[src/rtl/uart_pkg.sv]
// uart_pkg -- shared definitions for the UART receive path.
//   uart_state_t : receiver FSM state encoding
//   OVERSAMPLE   : baud ticks per bit
//   MID_CNT      : oversample count at the middle of the start bit
//   SAMPLE_CNT   : oversample count at which data/parity/stop bits are sampled
//   MAX_DATA_W   : widest supported data word
// Optional feature macro: UART_RX_PARITY_EN (adds the PARITY state).
package uart_pkg;

   typedef enum logic [2:0] {
      ST_IDLE   = 3'd0,
      ST_START  = 3'd1,
      ST_DATA   = 3'd2,
`ifdef UART_RX_PARITY_EN
      ST_PARITY = 3'd3,
`endif
      ST_STOP   = 3'd4
   } uart_state_t;

   localparam int          OVERSAMPLE = 16;
   localparam logic [3:0]  MID_CNT    = 4'd7;
   localparam logic [3:0]  SAMPLE_CNT = 4'd15;
   localparam int          MAX_DATA_W = 8;

endpackage

[src/rtl/uart_sync2.sv]
// uart_sync2 -- two-flop synchronizer for an asynchronous, idle-high line.
// Ports:
//   clk   : system clock
//   rst_n : asynchronous active-low reset (both flops reset to 1 = line idle)
//   d     : asynchronous input
//   q     : synchronized output
module uart_sync2 (
   input  logic clk,
   input  logic rst_n,
   input  logic d,
   output logic q
);

   logic sync_p0;
   logic sync_p1;

   always_ff @(posedge clk or negedge rst_n) begin
      if (!rst_n) begin
         sync_p0 <= 1'b1;
         sync_p1 <= 1'b1;
      end else begin
         sync_p0 <= d;
         sync_p1 <= sync_p0;
      end
   end

   assign q = sync_p1;

endmodule

[src/rtl/uart_rx.sv]
// uart_rx -- 16x oversampling UART receiver, LSB-first, one stop bit.
// Parameters:
//   DATA_BITS  : data bits per frame (5..8)
//   PARITY_ODD : parity sense when parity is compiled in (0 even, 1 odd)
// Ports:
//   clk           : system clock, rising edge
//   rst_n         : asynchronous active-low reset
//   rx_baud_tick  : one-clk strobe at 16x baud
//   rx            : asynchronous serial input, idle high
//   rx_data       : last good word, LSB-aligned, unused upper bits 0
//   rx_valid      : one-clk pulse when rx_data is updated
//   rx_frame_err  : one-clk pulse when the stop bit is sampled low
//   rx_parity_err : one-clk pulse on parity mismatch (0 without parity)
//   rx_busy       : high whenever the FSM is not idle
// Optional feature macro: UART_RX_PARITY_EN (one parity bit after the data).
module uart_rx
   import uart_pkg::*;
#(
   parameter int DATA_BITS  = 8,
   parameter bit PARITY_ODD = 1'b0
) (
   input  logic       clk,
   input  logic       rst_n,
   input  logic       rx_baud_tick,
   input  logic       rx,
   output logic [7:0] rx_data,
   output logic       rx_valid,
   output logic       rx_frame_err,
   output logic       rx_parity_err,
   output logic       rx_busy
);

   logic                  rx_s;
   uart_state_t           state, state_nxt;
   logic [3:0]            os_cnt, os_cnt_nxt;
   logic [2:0]            bit_cnt, bit_cnt_nxt;
   logic [MAX_DATA_W-1:0] shift, shift_nxt;
   logic                  load;
   logic                  valid_nxt;
   logic                  ferr_nxt;
   logic                  frame_ok;
`ifdef UART_RX_PARITY_EN
   logic                  par_bad, par_bad_nxt;
   logic                  perr_nxt;
   logic                  perr_q;
   logic                  par_mismatch;
`endif

   uart_sync2 u_sync (
      .clk   (clk),
      .rst_n (rst_n),
      .d     (rx),
      .q     (rx_s)
   );

`ifdef UART_RX_PARITY_EN
   // Total ones over data plus parity bit must equal the parity sense.
   assign par_mismatch = (^shift) ^ rx_s ^ PARITY_ODD;
   // A frame with bad parity still runs through STOP but is never loaded.
   assign frame_ok     = !par_bad;
`else
   assign frame_ok     = 1'b1;
`endif

   always_comb begin
      state_nxt   = state;
      os_cnt_nxt  = os_cnt;
      bit_cnt_nxt = bit_cnt;
      shift_nxt   = shift;
      load        = 1'b0;
      valid_nxt   = 1'b0;
      ferr_nxt    = 1'b0;
`ifdef UART_RX_PARITY_EN
      par_bad_nxt = par_bad;
      perr_nxt    = 1'b0;
`endif
      if (rx_baud_tick) begin
         case (state)
            ST_IDLE: begin
               if (!rx_s) begin
                  state_nxt  = ST_START;
                  os_cnt_nxt = '0;
               end
            end
            ST_START: begin
               if (os_cnt == MID_CNT) begin
                  // Mid start bit: a high line here was only a glitch.
                  os_cnt_nxt  = '0;
                  bit_cnt_nxt = '0;
                  state_nxt   = rx_s ? ST_IDLE : ST_DATA;
`ifdef UART_RX_PARITY_EN
                  par_bad_nxt = 1'b0;
`endif
               end else begin
                  os_cnt_nxt = os_cnt + 4'd1;
               end
            end
            ST_DATA: begin
               // Counter wraps 15 -> 0, so each bit spans exactly 16 ticks.
               os_cnt_nxt = os_cnt + 4'd1;
               if (os_cnt == SAMPLE_CNT) begin
                  // Shift in at the top of the word so it ends LSB-aligned.
                  shift_nxt                = shift >> 1;
                  shift_nxt[DATA_BITS-1]   = rx_s;
                  bit_cnt_nxt              = bit_cnt + 3'd1;
                  if (bit_cnt == 3'(DATA_BITS - 1)) begin
`ifdef UART_RX_PARITY_EN
                     state_nxt = ST_PARITY;
`else
                     state_nxt = ST_STOP;
`endif
                  end
               end
            end
`ifdef UART_RX_PARITY_EN
            ST_PARITY: begin
               os_cnt_nxt = os_cnt + 4'd1;
               if (os_cnt == SAMPLE_CNT) begin
                  perr_nxt    = par_mismatch;
                  par_bad_nxt = par_mismatch;
                  state_nxt   = ST_STOP;
               end
            end
`endif
            ST_STOP: begin
               os_cnt_nxt = os_cnt + 4'd1;
               if (os_cnt == SAMPLE_CNT) begin
                  // Leaving at mid-stop lets a following start bit be caught at once.
                  state_nxt  = ST_IDLE;
                  os_cnt_nxt = '0;
                  if (rx_s) begin
                     load      = frame_ok;
                     valid_nxt = frame_ok;
                  end else begin
                     ferr_nxt  = 1'b1;
                  end
               end
            end
            default: begin
               state_nxt  = ST_IDLE;
               os_cnt_nxt = '0;
            end
         endcase
      end
   end

   always_ff @(posedge clk or negedge rst_n) begin
      if (!rst_n) begin
         state        <= ST_IDLE;
         os_cnt       <= '0;
         bit_cnt      <= '0;
         shift        <= '0;
         rx_data      <= '0;
         rx_valid     <= 1'b0;
         rx_frame_err <= 1'b0;
      end else begin
         state        <= state_nxt;
         os_cnt       <= os_cnt_nxt;
         bit_cnt      <= bit_cnt_nxt;
         shift        <= shift_nxt;
         rx_valid     <= valid_nxt;
         rx_frame_err <= ferr_nxt;
         if (load) begin
            rx_data <= shift;
         end
      end
   end

`ifdef UART_RX_PARITY_EN
   always_ff @(posedge clk or negedge rst_n) begin
      if (!rst_n) begin
         par_bad <= 1'b0;
         perr_q  <= 1'b0;
      end else begin
         par_bad <= par_bad_nxt;
         perr_q  <= perr_nxt;
      end
   end

   assign rx_parity_err = perr_q;
`else
   // Parity sense is irrelevant without a parity bit; the output is a constant 0.
   assign rx_parity_err = 1'b0 & PARITY_ODD;
`endif

   assign rx_busy = (state != ST_IDLE);

endmodule

[config.mk]
export PLATFORM = sky130hd
export DESIGN_NAME = uart_rx
export DESIGN_NICKNAME = d
export VERILOG_FILES = /design/src/rtl/uart_pkg.sv /design/src/rtl/uart_sync2.sv /design/src/rtl/uart_rx.sv
export SDC_FILE = /design/constraint.sdc
export NUM_CORES = 1
export LEC_CHECK = 0
export CORE_AREA = 2 2 70 45
export CTS_BUF_LIST = sky130_fd_sc_hd__clkbuf_16
export CTS_CLUSTER_DIAMETER = 30
export DETAILED_ROUTE_END_ITERATION = 12
export DIE_AREA = 0 0 72 47
export PLACE_DENSITY = 0.79
export SYNTH_ARGS = -nofsm -noshare
export SYNTH_HDL_FRONTEND = slang
export SYNTH_SLANG_ARGS = --single-unit
export TNS_END_PERCENT = 50
[constraint.sdc]
create_clock -name clk -period 4.73 [get_ports clk]
set_input_delay 1.419 -clock clk [delete_from_list [all_inputs] [get_ports clk]]
set_output_delay 1.419 -clock clk [all_outputs]
set_load 0.1 [all_outputs]
==> results.toml, run 1 <==
[synth]
synth-warning-count = 0
synth_cell_type_count = 35
syn_area_sq_um = 1370
synth_top_cell_by_area = "dfrtp_1"
syn_nets = 111
synth_flop_cell = "dfrtp_1"
yosysTopAreaCellShare_pct = 51.2
syn_inst = 104
synth_edf_count = 0
ys_ff_latch = 30
synthTopCellsByArea = "dfrtp_1 (51%), mux2_2 (9.1%), mux2_4 (8.8%)"
synthArstFlopShare_pct = 100
ys_seq_area_share_pct = 55.1
synth.avg_cell_area_sq_um = 13.1

[clocking]
clk_pin_slew_ns = 0.05
clkLatencyLatePin_ns = 0.27
cts_root_buf = "clkbuf_16"
cts-buffers-inserted = 5
h-tree-depth = 2
ctsLongestPathBuffers = 2
cts.sinks = 30
post_cts_resized = 0
cts_setup_buffers = 0
hold_buffers = 0
cts_tree = "built"

[die]
num_rows = 15
die_h_um = 47
io_pins = 16
initial_core_util_pct = 49.6
die-width_um = 72
core_sq_um = 2760
die_area_sq_um = 3380

[detailed_routing]
routed_wl_mm = 2.44
drc = 0
routedWlPerCell_um = 15.6
vias = 890
drtIter0Drc = 38
via_per_inst = 5.71
first_pass_iters = 4
ant_nets = 0

[critical_path]
crit_buf_inv = 2
slowest_delay_ns = 0.98
cp.arrival_ns = 2.12
startpoint_type = "flip-flop"
end_kind = "output pin"
worstPathCellList = "nor3_1 > inv_1 > clkdlybuf4s50_1"
worst_ep_required_time_ns = 3.31
crit_family = "buffers and inverters"
slowest_stage = "clkdlybuf4s50_1"
critPathKind = "flip-flop to output pin"
path_max_fanout = 9

[power]
p_leak_nw = 0.819
p_per_area_nw_per_um2 = 478
finalPower_mw = 0.791
ir_drop_mv = 0.272

[global_routing]
grt_pass1_vias = 839
antenna_found_initial = 0
gr-total-overflow = 0
grt_max_degree = 31
grt_pass1_wl_mm = 3.96
grt_use_total_pct = 16.5

[sta]
hold_viol = 0
slew-limit-headroom_pct = 35.4
max_freq_ghz = 0.282
tightest_slew_ns = 0.966
fin_crit_sh_pct = 74.9
fin_skew_ns = 0.00285
drv_slew = 0
setup-tns-final_ns = 0
min_period_ns = 3.54
rsz0062_at_grt = "false"
finalSetupViolCount = 0

[hold_path]
hold_path_class = "flip-flop to flip-flop"

[final_layout]
num_antenna_cells = 0
mostFrequentLayoutCells = "dfrtp_1 (28), clkdlybuf4s50_1 (14), mux2_2 (11)"
nNetsFinal = 128
syn_to_final_growth_pct = 21.1
finalInstanceArea_sq_um = 1660
drive_gt1_share_pct = 26.2
layout_commonest_cell = "dfrtp_1"
fillers = 204

[place]
port_buffers = 14
gp_congestion = 0.859
dp_hpwl_mm = 1.69
place_area_sq_um = 1520

[status]
status = "finished clean"

[flow_run]
drv_cap = 0
-- power by group --
part / internal, mW / switching (mW)
combinational: 0.0632 / 0.116
clock: 0.189 / 0.100
sequential: 0.283 / 0.0404
total: 0.535 / 0.257
-- sequential cells by signal (all words and copies together), names as in the netlist --
register        cells
bit_cnt             3
rx_frame_err        1
os_cnt              4
rx_data             8
shift               8
u_sync.q            1
rx_valid            1
u_sync.sync_p0      1
state               3
-- worst reg2reg max path, cell delays in order, from the launching register on --
cell and delay (ns):
dfrtp_1 0.39, ha_1 0.23, and2_1 0.25, nand3_2 0.15, or3_1 0.62, mux2_4 0.39
-- per-stage QoR --
stage | instances | utilization [%] | setup WS (ns) | hold WS [ns]
after floorplan | 104 | - | 2.19 | 0.345
after global placement | 148 | 55.1 | 1.44 | 0.346
after detailed placement | 148 | 55.1 | 1.42 | 0.351
after CTS | 156 | 60.0 | 1.20 | 0.360
final | 156 | 60.0 | 1.19 | 0.355
after global routing | 156 | 60.0 | 1.10 | 0.366
-- cells in the mapped netlist (2+ instances only) --
library cell	instances
nor2_1	2
a21oi_1	4
buf_6	2
mux2_4	8
a31oi_1	3
nand3_1	2
inv_1	4
and3_1	2
or3_1	2
dfrtp_1	28
and3b_1	2
mux2_2	11
or3b_1	2
o21ai_0	3
a22o_1	2
nand2_1	4
ha_1	3
nor3_1	2
dfstp_2	2
-- final cells by class --
class / instances / area (sq um) / share of cell area [%]
Clock buffer: 5 / 125 / 7.55
Inverter: 4 / 15.0 / 0.906
Sequential cell: 30 / 753 / 45.5
Timing Repair Buffer: 15 / 148 / 8.91
Multi-Input combinational cell: 65 / 561 / 33.8
Clock inverter: 3 / 12.5 / 0.755
Tap cell: 34 / 42.5 / 2.57
-- kinds of logic after synthesis --
family                     share of synthesized area, %
adders and majority gates                          2.75
muxes                                              17.8
AOI/OAI and AO/OA                                  9.06
and+or+nand+nor                                    11.1
DFF                                                55.1
other                                             0.274
buffers and inverters                              3.93
-- worst paths after layout --
path | startpoint | end | slack [ns] | cells after the start
worst max-delay path | state[0] | rx_busy | 1.19 | 3
worst min-delay path | u_sync.sync_p0 | u_sync.q | 0.36 | 0
worst max register to register | os_cnt[0] | rx_data[3] | 2.59 | 5
worst min register to register | u_sync.sync_p0 | u_sync.q | 0.36 | 0
max in group asynchronous | rst_n | u_sync.sync_p0 | 2.88 | 2
min in group asynchronous | rst_n | bit_cnt[2] | 1.54 | 2
-- per-layer routing --
metal | track usage, % | routed length, um | vias up
li1 | - | - | 408
met4 | 9.43 | 60 | 0
met5 | 0 | 0 | -
met2 | 24.8 | 1070 | 33
met3 | 5.36 | 148 | 9
met1 | 21.6 | 1160 | 440
No activity file was read; power rests on OpenSTA's default activity.
==> inputs of run 2 (changes only) <==
==> constraint.sdc (replaced) <==
create_clock -name clk -period 3.62 [get_ports clk]
set_input_delay 1.086 -clock clk [delete_from_list [all_inputs] [get_ports clk]]
set_output_delay 1.086 -clock clk [all_outputs]
set_load 0.1 [all_outputs]
==> run 2 against run 1 <==
  * Clock skew up 0.0029 ns
  * Count of clock-buffer cells in the layout unchanged
  * Routed wire length down 1.9%
  * Critical path depth up 1
  * Sequential power up 31%
  * Cell area down 1.4%
  * Sequential share of layout area up 0.66 points
  * Sequential cell count unchanged
==> results.toml, run 2 (synthesis gave the netlist of run 1 again) <==
[status]
status = "finished clean"

[detailed_routing]
routedWlPerCell_um = 15.3
drc = 0
routed_wl_mm = 2.39
via_per_inst = 5.54
vias = 865
drtIter0Drc = 54
ant_nets = 0
first_pass_iters = 4

[final_layout]
nNetsFinal = 128
final_cell_count_no_fill = 156
multi_input_area_sq_um = 561
num_antenna_cells = 0
fillers = 198
drive_gt1_share_pct = 36.1
layout_commonest_cell = "dfrtp_1"
mostFrequentLayoutCells = "dfrtp_1 (28), buf_4 (12), mux2_2 (11)"
syn_to_final_growth_pct = 19.4
regArea_sq_um = 753
final_util_pct = 59.2
top_regs = "rx_data: 8 flops, shift: 8 flops, os_cnt: 4 flops"
finalInstanceArea_sq_um = 1630

[place]
gp_congestion = 0.835
dp_slack_ns = 0.657
dp_hpwl_mm = 1.56
dp_cells = 148
port_buffers = 14
place_area_sq_um = 1490

[clocking]
cts_tree = "built"
cts_setup_buffers = 0
hold_buffers = 0
cts-buffers-inserted = 5
clk_pin_slew_ns = 0.05
post_cts_resized = 0
h-tree-depth = 2
cts.sinks = 30
clkLatencyLatePin_ns = 0.27
ctsLongestPathBuffers = 2
cts_root_buf = "clkbuf_16"

[sta]
hold_viol = 0
max_freq_ghz = 0.371
finalSetupViolCount = 0
rsz0062_at_grt = "false"
min_period_ns = 2.69
whs_ns = 0.356
tightest_slew_ns = 0.584
fin_skew_ns = 0.00570
drv_slew = 0
setup-tns-final_ns = 0
fin_ws_ns = 0.926
slew-limit-headroom_pct = 60.7
fin_crit_sh_pct = 74.4

[flow_run]
drv_cap = 0

[power]
p_per_area_nw_per_um2 = 639
p_comb_share_pct = 22.3
p_leak_nw = 0.836
swShare_pct = 33.1
power_switching_mw = 0.345
finalPower_mw = 1.04
ir_drop_mv = 0.311
clockPowerShare_pct = 37.1
intPower_mw = 0.698
pwr-share-seq_pct = 40.6

[critical_path]
crit_buf_inv = 1
worstSetupStartpoint = "rx_baud_tick"
critPathKind = "primary input to flip-flop"
worst-path-stages = 4
cp.arrival_ns = 2.85
worstPathCellList = "clkdlybuf4s50_1 > nand3_2 > or3_1 > mux2_4"
startpoint_type = "primary input"
reg2regPathDepth = 5
worst_ep_required_time_ns = 3.78
path_max_fanout = 9
slowest_delay_ns = 0.61
end_kind = "flip-flop"
rr_endpoint = "rx_data[2]"
r2r_start = "os_cnt[0]"
reg2reg_slack_ns = 1.52
endpoint = "rx_data[2]"
slowest_stage = "or3_1"
crit_family = "simple AND/OR/NAND/NOR gates"

[die]
die-width_um = 72
initial_core_util_pct = 49.6
num_rows = 15
core_sq_um = 2760
io_pins = 16
die_area_sq_um = 3380
die_h_um = 47

[global_routing]
grt_pass1_vias = 813
antenna_found_initial = 0
gr-total-overflow = 0
grt_use_total_pct = 15.9
grt_pass1_wl_mm = 3.85
grt_max_degree = 31

[hold_path]
hold_path_class = "flip-flop to flip-flop"
## run 2: cell types whose count changed in the layout (fill, tap and decap cells not counted)
cell and delta:
clkinvlp_4 +1, clkdlybuf4s50_1 -11, inv_1 -1, buf_4 +11
## run 2: power by group through the flow
stage | logic [mW] | clock network [mW] | registers [mW]
after floorplan | 0.213 | 0 | 0.397
after global placement | 0.222 | 0 | 0.421
after detailed placement | 0.226 | 0 | 0.426
after CTS | 0.232 | 0.395 | 0.422
after global routing | 0.253 | 0.412 | 0.430
final | 0.233 | 0.387 | 0.424
## run 2: layout make-up
cell class,count,share of cell area [%]
Timing Repair Buffer,15,7.36
Clock buffer,5,7.66
Sequential cell,30,46.1
Clock inverter,3,0.996
Inverter,4,0.920
Multi-Input combinational cell,65,34.3
Tap cell,34,2.61
## run 2: per-layer routing
metal	wire length (um)	share of wire [%]	up-vias	global-route usage (%)
li1	-	-	405	-
met3	156	6.5	4	5.79
met5	0	0	-	0
met1	1130	47	419	20.8
met2	1080	45	37	23.3
met4	32	1.3	0	9.43
## run 2: worst min-delay path by stage
| stage | cells past startpoint | start | to |
|---|---|---|---|
| 3_3_place_gp | 0 | u_sync.sync_p0 | u_sync.q |
| 6_report | 0 | u_sync.sync_p0 | u_sync.q |
| 2_1_floorplan | 0 | u_sync.sync_p0 | u_sync.q |
| 5_1_grt | 0 | u_sync.sync_p0 | u_sync.q |
| 3_5_place_dp | 0 | u_sync.sync_p0 | u_sync.q |
| 4_1_cts | 0 | u_sync.sync_p0 | u_sync.q |
## run 2: worst reg2reg max path, stage by stage (launching register included)
cell,delay (ns)
dfrtp_1,0.39
ha_1,0.22
and2_1,0.25
nand3_2,0.15
or3_1,0.61
mux2_4,0.38
==> inputs of run 3 (changes only) <==
--- a/config.mk
+++ b/config.mk
@@ -5,12 +5,12 @@
 export SDC_FILE = /design/constraint.sdc
 export NUM_CORES = 1
 export LEC_CHECK = 0
-export CORE_AREA = 2 2 70 45
+export CORE_AREA = 2 2 72 46
 export CTS_BUF_LIST = sky130_fd_sc_hd__clkbuf_16
 export CTS_CLUSTER_DIAMETER = 30
 export DETAILED_ROUTE_END_ITERATION = 12
-export DIE_AREA = 0 0 72 47
-export PLACE_DENSITY = 0.79
+export DIE_AREA = 0 0 74 48
+export PLACE_DENSITY = 0.78
 export SYNTH_ARGS = -nofsm -noshare
 export SYNTH_HDL_FRONTEND = slang
 export SYNTH_SLANG_ARGS = --single-unit
==> constraint.sdc (replaced) <==
create_clock -name clk -period 2.3 [get_ports clk]
set_input_delay 0.69 -clock clk [delete_from_list [all_inputs] [get_ports clk]]
set_output_delay 0.69 -clock clk [all_outputs]
set_load 0.1 [all_outputs]
==> run 3 against run 2 <==
  * Clock skew is 0.0013 ns lower
  * Final cell count is 7.7% higher
  * Total power is 85% higher
  * Count of clock-buffer cells in the layout stayed put
  * Sequential share of layout area is 2.7 points lower
  * Critical endpoint is now rx_busy
  * Largest cell class unchanged
  * Largest power group is now clock
==> results.toml, run 3 (synthesis gave the netlist of run 1 again) <==
[status]
status = "finished clean"

[global_routing]
antenna_found_initial = 0
grt_use_total_pct = 18.5
grt_pass1_vias = 885
grt_pass1_wl_mm = 4.50
grt_max_degree = 31
gr-total-overflow = 0

[place]
dp_hpwl_mm = 1.77
gp_congestion = 0.774
port_buffers = 14

[detailed_routing]
routed_wl_mm = 2.70
via_per_inst = 5.28
ant_nets = 0
drc = 0
drtIter0Drc = 60
vias = 887
first_pass_iters = 4
routedWlPerCell_um = 16.1

[critical_path]
path_max_fanout = 9
worstPathCellList = "nor3_1 > inv_1 > buf_12"
reg2regPathDepth = 6
slowest_delay_ns = 0.47
end_kind = "output pin"
worst_ep_required_time_ns = 1.61
startpoint_type = "flip-flop"
cp.arrival_ns = 1.46
critPathKind = "flip-flop to output pin"
slowest_stage = "dfrtp_1"

[die]
die_h_um = 48
die_area_sq_um = 3550
io_pins = 16
core_sq_um = 2830
initial_core_util_pct = 48.3
die-width_um = 74
num_rows = 15

[power]
p_comb_share_pct = 21.8
pwr-share-seq_pct = 34.7
power_switching_mw = 0.575
finalPower_mw = 1.93
swShare_pct = 29.8
p_per_area_nw_per_um2 = 1120
p_leak_nw = 0.883
ir_drop_mv = 0.598
clockPowerShare_pct = 43.5
intPower_mw = 1.36

[hold_path]
hold_path_class = "flip-flop to flip-flop"
hold_depth = 0

[sta]
min_period_ns = 2.15
hold_viol = 0
tightest_slew_ns = 0.508
fin_crit_sh_pct = 93.5
rsz0062_at_grt = "false"
fin_skew_ns = 0.00443
setup-tns-final_ns = 0
max_freq_ghz = 0.465
drv_slew = 0
finalSetupViolCount = 0
slew-limit-headroom_pct = 65.8

[final_layout]
top_regs = "rx_data: 8 flops, shift: 8 flops, os_cnt: 4 flops"
syn_to_final_growth_pct = 26.7
drive_gt1_share_pct = 38.1
layout_commonest_cell = "dfrtp_1"
nNetsFinal = 132
mostFrequentLayoutCells = "dfrtp_1 (28), buf_4 (15), mux2_2 (11)"
num_antenna_cells = 0

[clocking]
clkLatencyLatePin_ns = 0.27
hold_buffers = 0
cts.sinks = 30
post_cts_resized = 0
h-tree-depth = 2
cts_setup_buffers = 0
cts_tree = "built"
clk_pin_slew_ns = 0.05
cts_root_buf = "clkbuf_16"
cts-buffers-inserted = 5
ctsLongestPathBuffers = 2

[flow_run]
drv_cap = 0
## run 3: cell count changes in the layout (fill, tap and decap cells not counted), sizes merged
cell      change
clkinv        -1
bufinv        +2
buf           +4
clkinvlp      -1
## run 3: routing by layer
metal,global-route usage (%),vias up,share of wire (%),wire [um]
met5,0,-,0,0
met4,9.82,0,2.7,72
met3,6.53,8,6.3,170
met2,29.3,34,45,1230
met1,23.0,429,46,1230
li1,-,416,-,-
## run 3: worst max-delay path: cells and delay by family, from the launching register on
| kind | cells | cell delay [ns] |
|---|---|---|
| AND/OR/NAND/NOR | 1 | 0.33 |
| flip-flops | 1 | 0.47 |
| buffers and inverters | 2 | 0.38 |
## run 3: power by group through the flow
stage | clock network, mW | registers [mW] | logic (mW)
5_1_grt | 0.873 | 0.682 | 0.453
3_3_place_gp | 0 | 0.663 | 0.393
3_5_place_dp | 0 | 0.670 | 0.415
2_1_floorplan | 0 | 0.624 | 0.336
4_1_cts | 0.855 | 0.666 | 0.419
6_report | 0.841 | 0.671 | 0.422
## run 3: stage by stage
step / cells / utilization, % / setup WS (ns) / hold slack (ns) / instance area, sq um
4_1_cts: 168 / 61.1 / 0.156 / 0.352 / 1730
5_1_grt: 168 / 61.1 / 0.0830 / 0.363 / 1730
3_3_place_gp: 160 / 54.5 / 0.0528 / 0.347 / 1540
6_report: 168 / 61.1 / 0.149 / 0.354 / 1730
2_1_floorplan: 104 / - / 0.427 / 0.345 / 1370
3_5_place_dp: 160 / 54.5 / 0.0306 / 0.347 / 1540
## run 3: cell type report
cell class / instances / area, sq um
clock buffer: 5 / 125
clock inverter: 3 / 63.8
fill: 209 / 1100
inverter: 4 / 15.0
multi-input combinational: 65 / 561
sequential: 30 / 753
tap: 42 / 52.6
timing repair buffer: 19 / 163
## run 3: final timing paths
check                                from    endpoint  slack, ns
max                              state[0]     rx_busy       0.15
min                        u_sync.sync_p0    u_sync.q       0.35
max reg2reg                     os_cnt[0]  rx_data[5]       0.32
min reg2reg                u_sync.sync_p0    u_sync.q       0.35
max in group asynchronous           rst_n    u_sync.q       1.19
min in group asynchronous           rst_n   os_cnt[2]       0.79
